<file path="src/rtl/seg_scan_controller_pkg.sv">
// Purpose : shared types, constants and the hex -> 7-segment table for the display scan blocks.
// Latency : n/a (declarations only).
// Backpress: n/a.
package seg_pkg;

   typedef enum logic {
      BLANK = 1'b0,
      SHOW  = 1'b1
   } state_t;

   localparam logic [7:0] SEG_OFF   = 8'hFF;
   localparam logic [3:0] ANODE_OFF = 4'hF;

   // Active-low gfedcba pattern for one hex nibble.
   function automatic logic [6:0] hex_to_seg7(input logic [3:0] nibble);
      logic [6:0] r_pat;
      case (nibble)
         4'h0:    r_pat = 7'h40;
         4'h1:    r_pat = 7'h79;
         4'h2:    r_pat = 7'h24;
         4'h3:    r_pat = 7'h30;
         4'h4:    r_pat = 7'h19;
         4'h5:    r_pat = 7'h12;
         4'h6:    r_pat = 7'h02;
         4'h7:    r_pat = 7'h78;
         4'h8:    r_pat = 7'h00;
         4'h9:    r_pat = 7'h10;
         4'hA:    r_pat = 7'h08;
         4'hB:    r_pat = 7'h03;
         4'hC:    r_pat = 7'h46;
         4'hD:    r_pat = 7'h21;
         4'hE:    r_pat = 7'h06;
         default: r_pat = 7'h0E;
      endcase
      return r_pat;
   endfunction

endpackage

</file>
<file path="src/rtl/seg_scan_controller_if.sv">
// Purpose : bundles the value handshake, live display controls and the 7-seg bus.
// Latency : n/a (wires only).
// Backpress: value_valid/value_ready; the producer holds value until accepted.
// Ports   : value/value_valid/value_ready, digit_en, dp, lz_blank, seg, anode, frame_done.
interface seg_scan_controller_if;
   logic [15:0] value;
   logic        value_valid;
   logic        value_ready;
   logic [3:0]  digit_en;
   logic [3:0]  dp;
   logic        lz_blank;
   logic [7:0]  seg;
   logic [3:0]  anode;
   logic        frame_done;

   // Producer / board side.
   modport master (
      output value, value_valid, digit_en, dp, lz_blank,
      input  value_ready, seg, anode, frame_done
   );

   // Scan controller side.
   modport slave (
      input  value, value_valid, digit_en, dp, lz_blank,
      output value_ready, seg, anode, frame_done
   );
endinterface

</file>
<file path="src/rtl/seg_scan_controller_seg7_decoder.sv">
// Purpose : combinational hex nibble -> active-low gfedcba segment pattern.
// Latency : 0 cycles (pure combinational).
// Backpress: none.
// Ports   : i_nibble (4) in, o_seg (7) out.
module seg7_decoder
   import seg_pkg::*;
(
   input  logic [3:0] i_nibble,
   output logic [6:0] o_seg
);
   assign o_seg = hex_to_seg7(i_nibble);
endmodule

</file>
<file path="src/rtl/seg_scan_controller.sv">
// Purpose : scans four hex digits onto a shared 7-seg bus with a dark gap before each digit.
// Latency : seg/anode registered from next-state, so they change on the edge entering their slot.
// Backpress: value_ready is high only in the first cycle of each frame; value is shadowed there.
// Ports   : clk, reset (sync, active-high), bus (slave modport of seg_scan_controller_if).
module seg_scan_controller
   import seg_pkg::*;
#(
   parameter int ON_CYCLES    = 4096,
   parameter int BLANK_CYCLES = 256
) (
   input  logic                  clk,
   input  logic                  reset,
   seg_scan_controller_if.slave  bus
);
   localparam int MAX_CYC = (ON_CYCLES > BLANK_CYCLES) ? ON_CYCLES : BLANK_CYCLES;
   localparam int CNT_W   = (MAX_CYC > 1) ? $clog2(MAX_CYC) : 1;
   localparam logic [CNT_W-1:0] ON_LAST    = CNT_W'(ON_CYCLES - 1);
   localparam logic [CNT_W-1:0] BLANK_LAST = CNT_W'(BLANK_CYCLES - 1);

   state_t           r_state, w_state_nxt;
   logic [CNT_W-1:0] r_cnt, w_cnt_nxt;
   logic [1:0]       r_idx, w_idx_nxt;
   logic [15:0]      r_shadow, w_shadow_nxt;
   logic [7:0]       r_seg, w_seg_nxt;
   logic [3:0]       r_anode, w_anode_nxt;
   logic             r_frame_done;
   logic             w_ready, w_accept, w_last_show;
   logic [3:0]       w_nibble;
   logic [6:0]       w_seg7;
   logic             w_upper_zero, w_dark;

   // Frame start is the single cycle BLANK/idx 0/cnt 0.
   assign w_ready      = !reset && (r_state == BLANK) && (r_idx == 2'd0) && (r_cnt == '0);
   assign w_accept     = w_ready && bus.value_valid;
   assign w_shadow_nxt = w_accept ? bus.value : r_shadow;
   assign w_last_show  = (r_state == SHOW) && (r_idx == 2'd3) && (r_cnt == ON_LAST);

   // State register.
   always_ff @(posedge clk) begin
      if (reset) begin
         r_state  <= BLANK;
         r_cnt    <= '0;
         r_idx    <= 2'd0;
         r_shadow <= 16'h0000;
      end else begin
         r_state  <= w_state_nxt;
         r_cnt    <= w_cnt_nxt;
         r_idx    <= w_idx_nxt;
         r_shadow <= w_shadow_nxt;
      end
   end

   // Next-state logic: cnt restarts at every phase change, idx advances after each lit slot.
   always_comb begin
      w_state_nxt = r_state;
      w_cnt_nxt   = r_cnt + 1'b1;
      w_idx_nxt   = r_idx;
      case (r_state)
         BLANK: begin
            if (r_cnt == BLANK_LAST) begin
               w_state_nxt = SHOW;
               w_cnt_nxt   = '0;
            end
         end
         SHOW: begin
            if (r_cnt == ON_LAST) begin
               w_state_nxt = BLANK;
               w_cnt_nxt   = '0;
               w_idx_nxt   = r_idx + 2'd1;
            end
         end
         default: begin
            w_state_nxt = BLANK;
            w_cnt_nxt   = '0;
            w_idx_nxt   = 2'd0;
         end
      endcase
   end

   // Outputs are computed for the state being entered, using the shadow as it will be
   // after this edge so a single-cycle blank still shows the freshly accepted value.
   assign w_nibble     = w_shadow_nxt[{w_idx_nxt, 2'b00} +: 4];
   assign w_upper_zero = (w_shadow_nxt >> {w_idx_nxt, 2'b00}) == 16'h0000;
   assign w_dark       = !bus.digit_en[w_idx_nxt] ||
                         (bus.lz_blank && (w_idx_nxt != 2'd0) && w_upper_zero);

   seg7_decoder u_dec (
      .i_nibble (w_nibble),
      .o_seg    (w_seg7)
   );

   // Output logic.
   always_comb begin
      w_seg_nxt   = SEG_OFF;
      w_anode_nxt = ANODE_OFF;
      if ((w_state_nxt == SHOW) && !w_dark) begin
         w_anode_nxt = ~(4'b0001 << w_idx_nxt);
         w_seg_nxt   = {~bus.dp[w_idx_nxt], w_seg7};
      end
   end

   always_ff @(posedge clk) begin
      if (reset) begin
         r_seg        <= SEG_OFF;
         r_anode      <= ANODE_OFF;
         r_frame_done <= 1'b0;
      end else begin
         r_seg        <= w_seg_nxt;
         r_anode      <= w_anode_nxt;
         r_frame_done <= w_last_show;
      end
   end

   assign bus.value_ready = w_ready;
   assign bus.seg         = r_seg;
   assign bus.anode       = r_anode;
   assign bus.frame_done  = r_frame_done;
endmodule

</file>
<file path="src/flat_wrapper.sv">
// flat-port wrapper written by rule: the top's interface ports become plain ports
module seg_scan_controller_flat import seg_pkg::*;
#(
   parameter int ON_CYCLES    = 4096,
   parameter int BLANK_CYCLES = 256
)
  (clk, reset, bus_value, bus_value_valid, bus_digit_en, bus_dp, bus_lz_blank, bus_value_ready, bus_seg, bus_anode, bus_frame_done);
  seg_scan_controller_if bus_i ();
  input  logic clk;
  input  logic reset;
  input wire logic [$bits(bus_i.value)-1:0] bus_value;
  input wire logic [$bits(bus_i.value_valid)-1:0] bus_value_valid;
  input wire logic [$bits(bus_i.digit_en)-1:0] bus_digit_en;
  input wire logic [$bits(bus_i.dp)-1:0] bus_dp;
  input wire logic [$bits(bus_i.lz_blank)-1:0] bus_lz_blank;
  output wire logic [$bits(bus_i.value_ready)-1:0] bus_value_ready;
  output wire logic [$bits(bus_i.seg)-1:0] bus_seg;
  output wire logic [$bits(bus_i.anode)-1:0] bus_anode;
  output wire logic [$bits(bus_i.frame_done)-1:0] bus_frame_done;
  assign bus_i.value = bus_value;
  assign bus_i.value_valid = bus_value_valid;
  assign bus_i.digit_en = bus_digit_en;
  assign bus_i.dp = bus_dp;
  assign bus_i.lz_blank = bus_lz_blank;
  assign bus_value_ready = bus_i.value_ready;
  assign bus_seg = bus_i.seg;
  assign bus_anode = bus_i.anode;
  assign bus_frame_done = bus_i.frame_done;
  seg_scan_controller #(.ON_CYCLES(ON_CYCLES), .BLANK_CYCLES(BLANK_CYCLES)) u_core (.clk(clk), .reset(reset), .bus(bus_i));
endmodule
</file>
<file path="config.mk">
export PLATFORM = sky130hd
export DESIGN_NAME = seg_scan_controller_flat
export DESIGN_NICKNAME = d
export VERILOG_FILES = /design/src/rtl/seg_scan_controller_pkg.sv /design/src/rtl/seg_scan_controller_if.sv /design/src/rtl/seg_scan_controller_seg7_decoder.sv /design/src/rtl/seg_scan_controller.sv /design/src/flat_wrapper.sv
export SDC_FILE = /design/constraint.sdc
export NUM_CORES = 1
export LEC_CHECK = 0
export ABC_AREA = 0
export CAP_MARGIN = 0
export CORE_ASPECT_RATIO = 0.9
export CORE_UTILIZATION = 54
export DETAILED_ROUTE_END_ITERATION = 6
export GPL_TIMING_DRIVEN = 0
export HOLD_SLACK_MARGIN = 0.1
export PLACE_DENSITY = 0.79
export SETUP_SLACK_MARGIN = 0.1
export SLEW_MARGIN = 5
export SYNTH_ARGS = -nofsm -noshare
export SYNTH_HDL_FRONTEND = slang
export SYNTH_SLANG_ARGS = --single-unit
</file>
<file path="constraint.sdc">
create_clock -name clk -period 4 [get_ports clk]
set_clock_uncertainty 0.1 [all_clocks]
set_input_delay 0.8 -clock clk [delete_from_list [all_inputs] [get_ports clk]]
set_output_delay 0.8 -clock clk [all_outputs]
set_load 0.05 [all_outputs]
</file>
# Yosys cells after proc, flatten, opt, wreduce, memory -nomap -nowiden
# Memory sizes are Yosys's and may differ from the RTL's. A register that Yosys moved wholly into a read port is not among the register bits.
# Index checks and enable logic that the tools add are counted.
# Widths: inputs -> output; s select.
# op_classes
add_sub_neg,2
n_lt_le_gt_ge,1
n_eq_ne,3
shift,3
mux,13
n_bitwise,4
reduce_logical,18
# ops
cell,count
$mux 12,2
$pmux 12 s2,1
$logic_not 16->1,1
$mux 16,1
$shiftx 16x5->4,1
$shr 16x4->16,1
$add 12x1->12 const B,1
$eq 12x12->1 const B,1
$eq 12x8->1 const B,1
$logic_not 12->1,1
$logic_and 1x1->1,9
$bmux 1 s2,2
$mux 1,4
$mux 2,2
$not 4->4,1
$shl 1x2->4 const A,1
$logic_not 1->1,3
$lt 2x3->1 const B,1
$not 1->1,3
$add 2x1->2 const B,1
$eq 2x2->1 const B,1
$logic_not 2->1,1
$pmux 1 s2,1
$reduce_bool 2->1,1
2 further kinds,2
# word_totals
register_bits,44
romBits,112
in_bits,28
out_inout_bits,14
wordCells,52
mem_count,1
# mem_list
name,words,width,rd,rd_ports_with_merged_regs,wr,line,rtl
(name not given),16,7,1,1,0,seg_scan_controller_pkg.sv:17,case (nibble)

# Depth between registers and ports, before layout
# depth
ltp_word,14
ltp_mapped,17
depth_no_buf,14

# Cells and area by module
# Synthesis repeated with hierarchy kept, for this count alone.
# unflattened
hier_cells,270
hier_area_um2,2426.1
# modules_own_cells
module,instances,cells_each,area_per_inst_um2,seq_area_each_um2
seg_scan_controller,1,238,2150.8,880.8
seg7_decoder,1,32,275.3,0.0

# Worst setup path after synthesis
# OpenSTA, ideal clock, no wires.
# synth_path
path_type,input to register
startpoint,in reset
endpoint,reg u_core.r_seg[2] (netlist: u_core.bus.seg[2])
setup_ns,0.133
t_arrival_ns,3.142
t_required_ns,3.767
path_slack_ns,0.625
path_stages,12
n_path_buf,1
cell_sequence,nor4_1 -> nand4_1 -> mux4_2 -> nor2_1 -> a211oi_1 -> inv_1 -> ha_1 -> nand2_1 -> a211oi_1 -> a31oi_1 -> buf_6 -> o221ai_1
# synth_between
elab_chain_len,14
word_cells_on_any_way,15
classes_between,2 x shift; 1 x mux; 1 x bitwise; 11 x reduce/logical
# synth_rtl
element,line,rtl
"start, declared",flat_wrapper.sv:10,input logic reset;
$logic_not 1->1,seg_scan_controller.sv:33,assign w_ready = !reset && (r_state == BLANK) && (r_idx == 2'd0) && (r_cnt == '0);
$logic_and 1x1->1 (3 in series),seg_scan_controller.sv:33,
$logic_and 1x1->1,seg_scan_controller.sv:34,assign w_accept = w_ready && bus.value_valid;
$mux 16,seg_scan_controller.sv:35,assign w_shadow_nxt = w_accept ? bus.value : r_shadow;
$shr 16x4->16,seg_scan_controller.sv:83,"assign w_upper_zero = (w_shadow_nxt >> {w_idx_nxt, 2'b00}) == 16'h0000;"
$logic_not 16->1,seg_scan_controller.sv:83,
$logic_and 1x1->1,seg_scan_controller.sv:85,(bus.lz_blank && (w_idx_nxt != 2'd0) && w_upper_zero);
$logic_or 1x1->1,seg_scan_controller.sv:84,assign w_dark = !bus.digit_en[w_idx_nxt] ||
$logic_not 1->1,seg_scan_controller.sv:96,if ((w_state_nxt == SHOW) && !w_dark) begin
$logic_and 1x1->1,seg_scan_controller.sv:96,
$not 1->1 (no source line),--,
$reduce_or 2->1 (no source line),--,
"end, declared",seg_scan_controller.sv:24,"logic [7:0] r_seg, w_seg_nxt;"
# Parallel ways exist; a longest one is shown, timed or not.
# A chain may end at the register's enable or synchronous reset.

# Worst setup path in the final report
# layout_path
startpoint,in reset
endpoint,out bus_value_ready
# layout_between
elab_chain_len,4
# layout_rtl
element,line,rtl
$logic_not 1->1,seg_scan_controller.sv:33,
$logic_and 1x1->1 (3 in series),seg_scan_controller.sv:33,
"end, declared",flat_wrapper.sv:16,output wire logic [$bits(bus_i.value_ready)-1:0] bus_value_ready;
# No other way between the ends.

==> flow_metrics.tcl <==
set metrics [dict create \
    status "complete, no violations" \
    dieArea_sq_um 5330 \
    synth-async-reset-ratio_pct 0 \
    viasPerCell 5.92 \
    fin_nets 407 \
    critPathMaxFanout 5 \
    synthDominantCellAreaShare_pct 32.4 \
    dieWidth_um 76.8 \
    fin_tns_setup_ns 0 \
    ir_drop_uv 219 \
    critPathRequiredTime_ns 3.10 \
    num_rows 24 \
    clock_sinks 44 \
    placed_area_sq_um 3210 \
    cts-root-buf "clkbuf_8" \
    clockBufferDepth 2 \
    numPortBuffers 41 \
    ant_nets 0 \
    synthToLayoutAreaGrowth_pct 25.7 \
    start_util_pct 56.3 \
    drive_gt1_share_pct 14.4 \
    grt_pass1_vias 2338 \
    clkTransAtPathRegs_ns 0.07 \
    dr.pass1.iters 5 \
    grt_usage_pct 27.4 \
    slew_headroom_pct 46.0 \
    yosysUniqueCellTypes 58 \
    slew_viol_final 0 \
    synth_area_per_cell_sq_um 8.69 \
    multi_input_area_sq_um 1770 \
    num_vias 2563 \
    worst_pin_slew_ns 0.804 \
    period_needed_ns 3.73 \
    fmax_mhz 268 \
    grt_pass1_wl_um 11600 \
    rsz0062_at_grt "false" \
    critPathKind "input pin to output port" \
    cts_inserted_buffers 5 \
    fin_crit_sh_pct 93.2 \
    synthTopCellsByArea "dfxtp_1, nand2_1, mux4_2" \
    synthTopCellsByCount "nand2_1, dfxtp_1, nor2_1" \
    grt_max_degree 12 \
    synth-seq-cells 44 \
    final_area_sq_um 3420 \
    grt_overflow 0 \
    wl_um 7020 \
    wl_per_cell_um 16.2 \
    dr.first_iter.drc_count 193 \
    core_region_area_sq_um 4830 \
    insertion_delay_ns 0.29 \
    finalWeightedCongestion 0.913 \
    cts_tree "built" \
    cp_data_arrival_time_ns 2.83 \
    seqCellArea_sq_um 881 \
    ioPinCount 42 \
    die_h_um 69.3 \
    n_antenna_cell 0 \
    synth_warnings 0 \
    antenna_found_initial 0 \
    hpwlAfterDp_um 5340 \
    syn_area_sq_um 2720 \
    synth_fp_nets 350 \
    syn_inst 313 \
    max_cap_violations 0 \
    htree_num_levels 2 \
    synth-edff-count 0 \
    setup_violations 0 \
    seq_area_frac_synth_pct 32.4 \
    hp-class "flop to flop" \
    yosysTopAreaCell "dfxtp_1" \
    cp-end-kind "output port" \
    yosysMostFrequentCell "nand2_1" \
    drc 0 \
    fillers 413 \
    start_kind "input pin" \
    synthFlopType "dfxtp_1" \
    powerDensity_nw_per_um2 255 \
    hold_violations 0 \
    p_leak_uw 0.00123 \
]
area by class of cell:
cell class / count / share of cell area (%)
inverters: 11 / 1.21
plain buffers: 17 / 2.85
clock buffers: 5 / 2.01
multi-input cells: 241 / 51.8
repair buffers: 50 / 14.0
flip-flops and latches: 44 / 25.7
well taps: 65 / 2.38
critical path, cell delays in order:
cell             delay, ns
clkdlybuf4s50_1       0.53
nor4_4                0.23
nand4_1               0.25
nor2_1                0.19
clkdlybuf4s50_1       0.82
cells by family (layout without fill, tap and decap cells):
group | count (synthesis) | count (layout) | share of synthesized area [%]
multiplexers | 24 | 24 | 13.5
flip-flops | 44 | 44 | 32.4
adder cells (fa/ha/maj) | 9 | 9 | 4.14
AO/OA/AOI/OAI | 59 | 59 | 15.3
AND/OR/NAND/NOR | 136 | 136 | 25.7
XOR/XNOR | 13 | 13 | 4.18
buffers and inverters | 28 | 83 | 4.83
stage by stage:
step / setup WS (ns) / util [%] / total power, uW / instances / hold slack (ns)
floorplan: 0.625 / - / 561 / 313 / 0.332
finish: 0.270 / 70.8 / 874 / 433 / 0.365
global placement: -0.693 / 66.5 / 620 / 419 / 0.346
global route: 0.100 / 70.8 / 915 / 433 / 0.396
detailed placement: -0.815 / 66.5 / 623 / 419 / 0.351
CTS: 0.0746 / 68.6 / 870 / 426 / 0.362
state kept, by name, summed over array words and instances, names as in the netlist:
signal / flops
u_core.bus.frame_done: 1
u_core.bus.anode: 4
u_core.r_shadow: 16
u_core.r_state: 1
u_core.bus.seg: 8
u_core.r_cnt: 12
u_core.r_idx: 2
placed cells by master, fill, tap and decap left out, types with 3 or more instances in the layout:
cell / Yosys / layout
nand4_1: 5 / 5
nor4_4: 2 / 3
nand2_1: 53 / 53
buf_4: 1 / 10
clkbuf_2: 2 / 3
nor3_1: 3 / 3
a211oi_1: 7 / 5
mux4_2: 7 / 7
xor2_1: 8 / 8
nor4_1: 8 / 7
dfxtp_1: 44 / 44
o221ai_1: 4 / 4
buf_2: 4 / 3
clkdlybuf4s50_1: 0 / 41
ha_1: 9 / 7
a21oi_1: 21 / 21
and2_1: 5 / 4
nor2b_1: 4 / 4
clkbuf_8: 0 / 5
inv_1: 10 / 10
mux2i_1: 12 / 12
a41oi_1: 3 / 3
nor2_1: 29 / 29
o21ai_0: 3 / 3
xnor2_1: 5 / 4
clkbuf_1: 7 / 5
and3_1: 4 / 4
nand3_1: 11 / 11
routing by layer:
layer,global-route usage [%],routed length (um),vias to the layer above
met5,0,0,-
met4,7.91,127,0
met3,5.26,375,15
met2,43.0,3270,75
met1,38.1,3250,1219
li1,-,-,1254
final timing paths:
path,start,to,slack (ns),cells after the start
worst max register to register,u_core.r_idx[1]$_SDFF_PP0_,u_core.bus.seg[0]$_SDFF_PP1_,0.37,17
worst min register to register,u_core.r_shadow[5]$_SDFF_PP0_,u_core.r_shadow[5]$_SDFF_PP0_,0.37,2
worst max-delay path,reset,bus_value_ready,0.27,5
worst min-delay path,u_core.r_shadow[5]$_SDFF_PP0_,u_core.r_shadow[5]$_SDFF_PP0_,0.37,2
where the power goes:
part / internal, uW / leakage, uW / total, uW / switching [uW]
registers: 448 / 0.000357 / 458 / 10.9
clock network: 113 / 0.0000359 / 248 / 136
logic: 79.2 / 0.000839 / 167 / 88.2
repair_timing:
action / CTS / global route
resized for setup: 4 / 15
setup endpoints to repair: 12 / 12
pin swaps: 2 / 2
buffers inserted: 2 / 7
hold buffers: 0 / 0
(Power assumes the default switching activity.)
